**config.mk**
```make
export PLATFORM = sky130hd
export DESIGN_NAME = sensor_trigger_gen
export DESIGN_NICKNAME = d
export VERILOG_FILES = /design/src/rtl/sensor_trigger_gen.sv
export SDC_FILE = /design/constraint.sdc
export NUM_CORES = 1
export LEC_CHECK = 0
export CORE_MARGIN = 2
export CORE_UTILIZATION = 55
export CTS_CLUSTER_SIZE = 25
export DETAILED_ROUTE_END_ITERATION = 16
export GPL_TIMING_DRIVEN = 0
export HOLD_SLACK_MARGIN = 0.05
export PLACE_DENSITY = 0.83
export SETUP_SLACK_MARGIN = 0.4
export SYNTH_ARGS = -nofsm -noshare
export SYNTH_HDL_FRONTEND = slang
export SYNTH_SLANG_ARGS = --single-unit
```
**constraint.sdc**
```tcl
create_clock -name clk -period 3.95 [get_ports clk]
set_clock_uncertainty 0.05 [all_clocks]
set_input_delay 0.79 -clock clk [delete_from_list [all_inputs] [get_ports clk]]
set_output_delay 0.79 -clock clk [all_outputs]
set_load 0.01 [all_outputs]
```
**src/rtl/sensor_trigger_gen.sv**
```systemverilog
// Row-select trigger generator: drives NUM_RS strobes in OFF, LEVEL or
// pulse-train mode. A train can optionally wait for a PA_SYNC rising edge
// before each pulse. Commands arrive one per register write.
//
// state      | meaning
// -----------+----------------------------------------------------
// IDLE       | no activity, rs low, ready for a command
// LEVEL      | rs held at mask, ready for a command
// WAIT_SYNC  | train waiting for a synchronised pa_sync rising edge
// HIGH       | pulse high phase, timer counts W_eff cycles
// LOW        | pulse low phase, timer counts the gap
module sensor_trigger_gen #(
    parameter int NUM_RS = 2,
    parameter int CW     = 16,
    parameter int CNTW   = 16
) (
    input  logic              clk,
    input  logic              reset,
    input  logic              cmd_valid,
    output logic              cmd_ready,
    input  logic [1:0]        cmd_mode,
    input  logic [NUM_RS-1:0] cmd_mask,
    input  logic [CW-1:0]     cmd_width,
    input  logic [CW-1:0]     cmd_period,
    input  logic [CNTW-1:0]   cmd_count,
    input  logic              cmd_sync,
    input  logic              abort,
    input  logic              pa_sync,
    output logic [NUM_RS-1:0] rs,
    output logic              busy,
    output logic              done,
    output logic [CNTW-1:0]   pulse_count
);

    typedef enum logic [2:0] {
        S_IDLE, S_LEVEL, S_WAIT_SYNC, S_HIGH, S_LOW
    } state_t;

    localparam logic [1:0] MODE_LEVEL = 2'd1;
    localparam logic [1:0] MODE_TRAIN = 2'd2;

    logic [1:0]        rst_sync_q;
    logic              rst_int;
    logic [2:0]        sync_q;
    logic              sync_edge;

    state_t            state_q, state_d;
    logic [NUM_RS-1:0] rs_q, rs_d;
    logic              done_q, done_d;
    logic              busy_q, busy_d;
    logic [CNTW-1:0]   pulse_count_q, pulse_count_d;
    logic [CW-1:0]     timer_q, timer_d;
    logic [NUM_RS-1:0] mask_q, mask_d;
    logic [CW-1:0]     w_eff_q, w_eff_d;
    logic [CW-1:0]     gap_q, gap_d;
    logic [CNTW-1:0]   count_q, count_d;
    logic              csync_q, csync_d;

    logic              accept;
    logic [CW-1:0]     w_new;
    logic [CW-1:0]     gap_new;
    logic [CNTW-1:0]   pc_inc;
    logic              count_hit;

    // Reset asserts immediately but releases on a clock edge.
    always_ff @(posedge clk or posedge reset) begin
        if (reset) rst_sync_q <= 2'b11;
        else       rst_sync_q <= {rst_sync_q[0], 1'b0};
    end
    assign rst_int = rst_sync_q[1];

    // Two-flop synchroniser for pa_sync plus one flop for edge detect.
    always_ff @(posedge clk or posedge rst_int) begin
        if (rst_int) sync_q <= 3'b000;
        else         sync_q <= {sync_q[1:0], pa_sync};
    end
    assign sync_edge = sync_q[1] & ~sync_q[2];

    assign cmd_ready = ~rst_int & ~abort & ((state_q == S_IDLE) | (state_q == S_LEVEL));
    assign accept    = cmd_valid & cmd_ready;

    assign w_new     = (cmd_width == '0) ? CW'(1) : cmd_width;
    assign gap_new   = (cmd_period > w_new) ? (cmd_period - w_new) : CW'(1);
    assign pc_inc    = (&pulse_count_q) ? pulse_count_q : pulse_count_q + CNTW'(1);
    assign count_hit = (count_q != '0) && (pulse_count_q == count_q);

    // Next-state, timer and output computation.
    always_comb begin
        state_d       = state_q;
        timer_d       = timer_q;
        pulse_count_d = pulse_count_q;
        mask_d        = mask_q;
        w_eff_d       = w_eff_q;
        gap_d         = gap_q;
        count_d       = count_q;
        csync_d       = csync_q;
        done_d        = 1'b0;

        if (abort) begin
            state_d = S_IDLE;
        end else if (accept) begin
            mask_d        = cmd_mask;
            w_eff_d       = w_new;
            gap_d         = gap_new;
            count_d       = cmd_count;
            csync_d       = cmd_sync;
            pulse_count_d = '0;
            case (cmd_mode)
                MODE_LEVEL: state_d = S_LEVEL;
                MODE_TRAIN: begin
                    if (cmd_sync) begin
                        state_d = S_WAIT_SYNC;
                    end else begin
                        state_d       = S_HIGH;
                        timer_d       = w_new - CW'(1);
                        pulse_count_d = CNTW'(1);
                    end
                end
                default: state_d = S_IDLE;
            endcase
        end else begin
            case (state_q)
                S_WAIT_SYNC: begin
                    if (sync_edge) begin
                        state_d       = S_HIGH;
                        timer_d       = w_eff_q - CW'(1);
                        pulse_count_d = pc_inc;
                    end
                end
                S_HIGH: begin
                    if (timer_q == '0) begin
                        state_d = S_LOW;
                        timer_d = gap_q - CW'(1);
                    end else begin
                        timer_d = timer_q - CW'(1);
                    end
                end
                S_LOW: begin
                    if (timer_q != '0) begin
                        timer_d = timer_q - CW'(1);
                    end else if (count_hit) begin
                        state_d = S_IDLE;
                        done_d  = 1'b1;
                    end else if (csync_q) begin
                        state_d = S_WAIT_SYNC;
                    end else begin
                        state_d       = S_HIGH;
                        timer_d       = w_eff_q - CW'(1);
                        pulse_count_d = pc_inc;
                    end
                end
                default: ;
            endcase
        end

        // rs follows the state one cycle later; abort clears it on the same edge.
        rs_d = '0;
        if (!abort && ((state_q == S_LEVEL) || (state_q == S_HIGH))) rs_d = mask_q;

        busy_d = (state_d != S_IDLE) && (state_d != S_LEVEL);
    end

    // State and output registers.
    always_ff @(posedge clk or posedge rst_int) begin
        if (rst_int) begin
            state_q       <= S_IDLE;
            rs_q          <= '0;
            done_q        <= 1'b0;
            busy_q        <= 1'b0;
            pulse_count_q <= '0;
            timer_q       <= '0;
            mask_q        <= '0;
            w_eff_q       <= CW'(1);
            gap_q         <= CW'(1);
            count_q       <= '0;
            csync_q       <= 1'b0;
        end else begin
            state_q       <= state_d;
            rs_q          <= rs_d;
            done_q        <= done_d;
            busy_q        <= busy_d;
            pulse_count_q <= pulse_count_d;
            timer_q       <= timer_d;
            mask_q        <= mask_d;
            w_eff_q       <= w_eff_d;
            gap_q         <= gap_d;
            count_q       <= count_d;
            csync_q       <= csync_d;
        end
    end

    assign rs          = rs_q;
    assign busy        = busy_q;
    assign done        = done_q;
    assign pulse_count = pulse_count_q;

endmodule
```
Word level (Yosys, flattened, before mapping)
Index checks and enable logic that the tools add are counted.
- add/subtract/negate cells: 6
- order comparisons: 1
- eq/ne operators: 16
- mux-type cells: 36
- bitwise logic cells: 8
- reduce and logical (&&, ||, !) cells: 17
- operator list (operator ; count):
    16-bit 2-to-1 mux ; 16
    16-bit by 1-bit subtractor with 16-bit output (second input constant) ; 4
    16-bit case mux with 3 select lines ; 1
    16-bit zero test ; 2
    16-bit case mux with 2 select lines ; 1
    16-bit nonzero test ; 2
    16-bit by 1-bit adder with 16-bit output (second input constant) ; 1
    16-bit == test ; 1
    16-bit > comparator ; 1
    16-bit AND reduction ; 1
    16-bit subtractor ; 1
    3-bit 2-to-1 mux ; 5
    3-bit != test (second input constant) ; 4
    1-bit 2-to-1 mux ; 9
    3-bit case mux with 3 select lines ; 1
    4-bit != test (second input constant) ; 2
    7-bit AND reduction ; 1
    3-bit by 2-bit == test with 1-bit output (second input constant) ; 2
    6-bit AND reduction ; 1
    3-bit nonzero test ; 2
    1-bit AND ; 4
    2-bit 2-to-1 mux ; 2
    2-bit case mux with 2 select lines ; 1
    4-bit nonzero test ; 1
    14 further kinds ; 18
- bits in registers: 95

Logic depth before layout (Yosys ltp)
Gate-level depths: netlist of the first run.
- depth after elaboration: 9
- mapped depth: 14
- gate-level depth less buffers: 14

Worst setup path after synthesis of the first run
OpenSTA, ideal clock, no wires.
- kind: input -> register
- from: input port cmd_width[8]
- to: register gap_q[10]
- setup time: 121 ps
- arrival: 3594 ps
- slack: 185 ps
- stages: 13
- path buffers: 1
- cells stage by stage: or4_1 nor2_1 a21o_1 ha_1 inv_1 fa_1 a211oi_1 nor2_1 o21ai_0 nand2b_1 a221oi_1 clkbuf_1 a22o_1
- cells in the longest elaborated chain, start to end: 4
- elaborated cells on any way between the ends: 5
- classes of those cells: add/sub (1); order compare (1); mux (2); reduce/logical (1)
- RTL lines (element ; line ; source):
    start: declaration ; 23 ; input logic [CW-1:0] cmd_width,
    16-bit zero test (*) ; 82 ; assign w_new = (cmd_width == '0) ? CW'(1) : cmd_width;
    16-bit 2-to-1 mux (*) ; 82 ;
    named net w_new[0] ; 60 ; logic [CW-1:0] w_new;
    16-bit subtractor or 16-bit > comparator (tied branches) ; 83 ; assign gap_new = (cmd_period > w_new) ? (cmd_period - w_new) : CW'(1);
    16-bit 2-to-1 mux (*) ; 83 ;
    end signal: assignment ; 186 ; gap_q <= gap_d;
    end: declaration ; 55 ; logic [CW-1:0] gap_q, gap_d;
Mark *: on every way through the listed nets, which the timed path passes. The rest lies on a longest branch.
A chain may end at the register's enable or synchronous reset.

Final worst setup path of the first run
- from: input port cmd_width[8]
- to: register gap_q[15]
The elaborated chain is that of the path after synthesis.

==> results.txt, run 1 <==
Vias per cell = 6.26
Final hold viol count = 0
RSZ-0062 raised after global routing = true
Die height = 112 um
Syn avg cell area = 8.58 um^2
Vias in the first global route = 6110
Clk_lat worst skew = 0.35 ns
Clock Root Buffer = clkbuf_16
Htree depth = 3
Detailed Place HPWL = 14.3 mm
Reg-to-Reg End = timer_q[1]
Ys async rst share = 1.00
IO buf count = 78
Fin nets = 939
Worst-margin pin slew = 0.814 ns
Worst slack, placed = -0.600 ns
Rows = 39
Post-synth top flop = dfrtp_1
Maximum clock insertion buffer count = 2
Slew HR = 0.452
HP Class = reg2async
Share of the yosys chip area belonging to registers = 0.370
GPL Wtd Cong = 0.942
CTS tree = built
Fin crit share = 0.896
CP max FO = 3
Worst vdd ir = 0.254 mV
WL/cell = 18.9 um
Worst path bufs/invs = 1
Area post-placement = 7450 um^2
Status = completed
ANT cells = 0
Slew Limit Fails = 0
CTS clock-pin slew for the worst setup and hold paths = 0.07 ns
Synth Net Count = 833
Yosys warns = 0
Crit. End Element = register
Pwr Density = 399 nW/um^2
Final min period = 3.54 ns
WP data arrival = 3.73 ns
Total CTS buffers = 9
Iteration-0 DRC Markers = 769
Largest net degree at the start of global routing = 54
Io pins = 79
Starting density of the core = 0.564
Number of synthesized flops with an enable pin = 0
CP Cell Sequence = buf_6, or4_4, nor2_4, a21o_1, ha_4, nor2b_4, o31a_1, o41a_1, o211ai_1, a21boi_1, or3_1, a32o_1
Clock Sinks = 95
Final setup fails = 0
Layout area overhead = 23.4%
Mapped Cells = 751
Crit path max-delay family = compound AO/OA/AOI/OAI gates
Initial antenna violation count = 0
Ratio of cells with drive above 1 in the final layout = 0.110
Routed WL = 19.0 mm
Worst path required time = 4.14 ns
Core area = 11400 um^2
Die X = 112 um
Worst reg2reg path startpoint = timer_q[0]
Cell area after synthesis = 6440 um^2
Post-route ant nets = 0
Final Cell Area = 7950 um^2
Crit Path Category = in2reg
Yosys reg bits = 95
Slowest cell on the critical path = or4_4
First-pass GRT wire length = 30.7 mm
Synth cell types = 74
# DRC = 0
Flop2flop setup slack = 0.83 ns
LEAKAGE = 0.00341 uW
CP peak stage delay = 0.54 ns
Gr usage total = 0.301
PnR worst setup slack = 0.412 ns
Max-cap violations = 0
Fill count = 924
First-pass DRT Iterations = 5
Total vias in the final route = 6287
Gr ovfl total = 0
Startpoint types = input port
FF-to-FF path depth = 11
Die area = 12600 um^2
Fmax = 283 MHz
[worst max path at each step]
stage	start	to	slack [ns]	cells after the start
floorplan	cmd_width[8]	gap_q[10]	0.44	13
global placement	cmd_width[9]	gap_q[5]	-0.42	14
detailed placement	cmd_width[9]	gap_q[5]	-0.60	14
CTS	cmd_width[12]	gap_q[5]	0.40	14
global route	cmd_width[8]	gap_q[15]	0.34	12
finish	cmd_width[8]	gap_q[15]	0.41	12
[cell usage after synthesis (all sizes together), types with 17 or more instances]
cell / instances / area [um^2]
ha: 23 / 288
nand2: 111 / 419
xnor2: 53 / 464
dfrtp: 91 / 2280
inv: 44 / 165
o22ai: 17 / 106
nor3: 22 / 121
o21ai: 57 / 285
nor2: 54 / 203
clkbuf: 20 / 75.1
nor4: 19 / 134
nand4: 19 / 119
a21oi: 22 / 114
xor2: 28 / 245
[flip-flops by register name, indices dropped and copies added, names as in the netlist]
register and count:
count_q 16, gap_q 16, pulse_count 16, timer_q 16
w_eff_q 16, state_q 3, sync_q 3, mask_q 2
rs 2, rst_sync_q 2, busy 1, csync_q 1
done 1
[metrics by stage]
step,power [uW],std cells,utilization,setup TNS (ns),hold slack [ns]
CTS,3140,999,0.690,0,0.302
finish,3180,1005,0.696,0,0.277
detailed placement,2300,973,0.652,-10.88,0.288
floorplan,1990,751,-,0,0.281
global route,3340,1005,0.696,0,0.315
global placement,2250,972,0.650,-7.78,0.289
[repair_timing]
action / 4_1_cts / 5_1_grt
endpoints found under the setup margin: 32 / 18
cloned: 1 / 0
gates resized for setup: 36 / 35
hold buffers: 0 / 0
buffers inserted: 9 / 6
pin swaps: 13 / 18
[cell usage in the layout, fill, tap and decap left out, drive strengths merged, types with 13 or more instances in the layout]
cell | synthesis | final
nor4 | 19 | 19
nand4 | 19 | 19
a22o | 13 | 13
inv | 44 | 46
o21ai | 57 | 57
clkdlybuf4s50 | 0 | 63
a21oi | 22 | 22
nand2 | 111 | 111
clkbuf | 20 | 35
xor2 | 28 | 28
a211oi | 13 | 13
xnor2 | 53 | 53
buf | 8 | 27
nor2 | 54 | 54
dfrtp | 91 | 91
nor3 | 22 | 22
ha | 23 | 23
o22ai | 17 | 17
[where the power goes]
group / switching (uW) / total (uW) / internal, uW
clock: 400 / 832 / 433
sequential: 225 / 1370 / 1150
combinational: 526 / 971 / 445
[routing by layer]
| metal | vias to the layer above | share of wire | global-route usage |
|---|---|---|---|
| met4 | 0 | 0.024 | 0.109 |
| met2 | 327 | 0.48 | 0.491 |
| met5 | - | 0 | 0 |
| li1 | 2894 | - | - |
| met1 | 3030 | 0.42 | 0.418 |
| met3 | 36 | 0.079 | 0.0346 |
[cells by family (layout without fill, tap and decap cells)]
group | Yosys count | after routing | synth area share
compound gates | 178 | 178 | 0.193
xor+xnor | 81 | 81 | 0.110
fa+ha+maj | 24 | 24 | 0.0478
buf+inv | 73 | 184 | 0.0441
flops | 95 | 95 | 0.370
mux | 6 | 6 | 0.00971
other cells | 1 | 1 | 0.000582
simple gates | 293 | 293 | 0.225
[final cells by class]
type	count	area [um^2]	area share
Multi-Input combinational cell	583	3890	0.489
Tap cell	143	179	0.0225
Clock inverter	7	55.1	0.00692
Buffer	28	126	0.0159
Sequential cell	95	2380	0.300
Inverter	45	171	0.0216
Clock buffer	9	225	0.0283
Timing Repair Buffer	95	923	0.116
No activity file was read; power rests on OpenSTA's default activity.
==> run 2, diff against run 1 <==
--- a/config.mk
+++ b/config.mk
@@ -5,6 +5,7 @@
 export SDC_FILE = /design/constraint.sdc
 export NUM_CORES = 1
 export LEC_CHECK = 0
+export ABC_CLOCK_PERIOD_IN_PS = 3950
 export CORE_MARGIN = 2
 export CORE_UTILIZATION = 55
 export CTS_CLUSTER_SIZE = 25
==> results of run 2 <==
No change in the layout: final DEF, timing and power equal those of run 1.
==> run 3, diff against run 2 <==
--- a/config.mk
+++ b/config.mk
@@ -5,7 +5,6 @@
 export SDC_FILE = /design/constraint.sdc
 export NUM_CORES = 1
 export LEC_CHECK = 0
-export ABC_CLOCK_PERIOD_IN_PS = 3950
 export CORE_MARGIN = 2
 export CORE_UTILIZATION = 55
 export CTS_CLUSTER_SIZE = 25
==> constraint.sdc (replaced) <==
create_clock -name clk -period 4.1 [get_ports clk]
set_clock_uncertainty 0.05 [all_clocks]
set_input_delay 0.82 -clock clk [delete_from_list [all_inputs] [get_ports clk]]
set_output_delay 0.82 -clock clk [all_outputs]
set_load 0.01 [all_outputs]
==> run 3 against run 2 <==
Net effect:
- sequential power is 4% lower
- critical path depth is 2 higher
- sequential share of layout area is 0.17 points higher
- via count is 1.6% lower
- cell area is 0.55% lower
- die area stayed put
- cell count is 0.80% lower
- register-to-register slack better by 0.18 ns
==> results.txt, run 3 (synthesis gave the netlist of run 1 again) <==
Final min period = 3.62 ns
Worst reg2reg path startpoint = timer_q[0] (unchanged)
Slew Limit Fails = 0 (unchanged)
Largest net degree at the start of global routing = 54 (unchanged)
Iteration-0 DRC Markers = 659 (was 769)
Status = completed (unchanged)
Pwr Density = 397 nW/um^2 (was 399 nW/um^2)
Detailed Place HPWL = 14.4 mm (was 14.3 mm)
Layout area overhead = 22.7% (was 23.4%)
ANT cells = 0 (unchanged)
Vias in the first global route = 5862 (was 6110)
PnR worst setup slack = 0.482 ns (was 0.412 ns)
Worst-margin pin slew = 0.908 ns (was 0.814 ns)
Max-cap violations = 0 (unchanged)
Clk_lat worst skew = 0.36 ns (was 0.35 ns)
Htree depth = 3 (unchanged)
Gr usage total = 0.302 (was 0.301)
Startpoint types = input port (unchanged)
Worst vdd ir = 0.283 mV (was 0.254 mV)
CP max FO = 3 (unchanged)
Crit Path Category = in2reg (unchanged)
Total power = 3140 uW (was 3180 uW)
FF+latch area = 2380 um^2 (unchanged)
Worst path required time = 4.30 ns (was 4.14 ns)
Fin nets = 931 (was 939)
Combinational share of power = 0.294 (was 0.306)
First-pass GRT wire length = 30.4 mm (was 30.7 mm)
WP data arrival = 3.82 ns (was 3.73 ns)
HP Class = reg2async (unchanged)
Multi-input logic area = 3870 um^2 (was 3890 um^2)
Routed WL = 18.9 mm (was 19.0 mm)
Fill count = 922 (was 924)
Ratio of cells with drive above 1 in the final layout = 0.0855 (was 0.110)
Core area = 11400 um^2 (unchanged)
IO buf count = 78 (unchanged)
Slew HR = 0.389 (was 0.452)
CTS tree = built (unchanged)
CTS Hold Buffers Added = 0 (unchanged)
Flop2flop setup slack = 1.01 ns (was 0.83 ns)
Fmax = 276 MHz
Vias per cell = 6.21 (was 6.26)
Crit. End Element = register (unchanged)
Final setup fails = 0 (unchanged)
LEAKAGE = 0.00336 uW (was 0.00341 uW)
Die X = 112 um (unchanged)
Post-route ant nets = 0 (unchanged)
Share of power burned in registers = 0.421 (was 0.432)
Internal = 2030 uW (was 2020 uW)
Io pins = 79 (unchanged)
Clock Sinks = 95 (unchanged)
# DRC = 0 (unchanged)
Worst slack, placed = -0.631 ns (was -0.600 ns)
GPL Wtd Cong = 0.936 (was 0.942)
Total CTS buffers = 9 (unchanged)
First-pass DRT Iterations = 6 (was 5)
Die area = 12600 um^2 (unchanged)
RSZ-0062 raised after global routing = true (unchanged)
Die height = 112 um (unchanged)
Clk pwr share = 0.286 (was 0.262)
WL/cell = 19.0 um (was 18.9 um)
Most frequent cells in the layout = 109 x nand2_1, 91 x dfrtp_1, 67 x clkdlybuf4s50_1, 54 x o21ai_0, 53 x xnor2_1 (was 109 x nand2_1, 91 x dfrtp_1, 63 x clkdlybuf4s50_1, 53 x xnor2_1, 53 x o21ai_0)
Final hold viol count = 0 (unchanged)
Total vias in the final route = 6188 (was 6287)
Maximum clock insertion buffer count = 2 (unchanged)
Fin crit share = 0.882
Initial antenna violation count = 0 (unchanged)
Sw Ratio = 0.354 (was 0.362)
Worst setup path start = cmd_width[9] (was cmd_width[8])
Clock Root Buffer = clkbuf_16 (unchanged)
Rows = 39 (unchanged)
Starting density of the core = 0.564 (unchanged)
Gr ovfl total = 0 (unchanged)
P_sw = 1110 uW (was 1150 uW)
CTS clock-pin slew for the worst setup and hold paths = 0.07 ns (about the same)
Most common cell after layout, fill and taps aside = nand2_1 (unchanged)
==> run 3: what timing repair did <==
action / in CTS / in global routing
hold endpoints to repair: 0 / 0
gates resized for setup: 27 / 11
gates cloned: 0 / 0
pin swaps: 8 / 10
endpoints found under the setup margin: 28 / 22
setup buffers: 6 / 2
==> run 3: critical path: stages <==
cell           delay (ns)
dlygate4sd2_1        0.28
or4_4                0.57
nor2_4               0.16
a21o_1               0.19
ha_2                 0.19
inv_1                0.06
fa_2                 0.37
a211oi_2             0.22
nor2_2               0.10
o21ai_2              0.22
o21a_1               0.20
o21ai_0              0.10
xor2_1               0.15
a22o_1               0.19
==> run 3: final timing paths <==
kind	endpoint	depth (start not counted)
setup / recovery	gap_q[12]	14
hold / removal	state_q[1]	1
setup reg to reg	timer_q[13]	10
hold reg to reg	state_q[1]	1
max in group asynchronous	w_eff_q[0]	2
min in group clk	sync_q[1]	0
==> run 3: metrics by stage <==
stage / std cells / utilization / TNS, ns / hold WS [ns] / cell area (um^2)
6_report: 997 / 0.693 / 0 / 0.279 / 7910
5_1_grt: 997 / 0.693 / 0 / 0.318 / 7910
4_1_cts: 995 / 0.688 / 0 / 0.310 / 7860
3_5_place_dp: 973 / 0.651 / -9.48 / 0.288 / 7430
3_3_place_gp: 972 / 0.648 / -7.92 / 0.294 / 7400
2_1_floorplan: 751 / - / 0 / 0.281 / 6440
==> run 3: area by class of cell <==
cell class / count / area share
Timing Repair Buffer: 87 / 0.109
Tap cell: 143 / 0.0226
Clock buffer: 10 / 0.0302
Inverter: 45 / 0.0217
Multi-Input combinational cell: 583 / 0.489
Buffer: 28 / 0.0160
Sequential cell: 95 / 0.301
Clock inverter: 6 / 0.00965
==> run 3: power groups by stage <==
| stage | Sequential, uW | Clock (uW) | Combinational (uW) |
|---|---|---|---|
| after detailed placement | 1330 | 0 | 885 |
| after global placement | 1320 | 0 | 858 |
| after global routing | 1340 | 941 | 1010 |
| after floorplan | 1270 | 0 | 650 |
| after CTS | 1310 | 908 | 901 |
| final | 1320 | 895 | 921 |
==> run 3: metal layers <==
layer  vias up  GRT usage  wire [um]
met5         -          0          0
met1      2979      0.423       8220
met4         0      0.104        471
met3        38     0.0373       1340
li1       2894          -          -
met2       277      0.489       8890
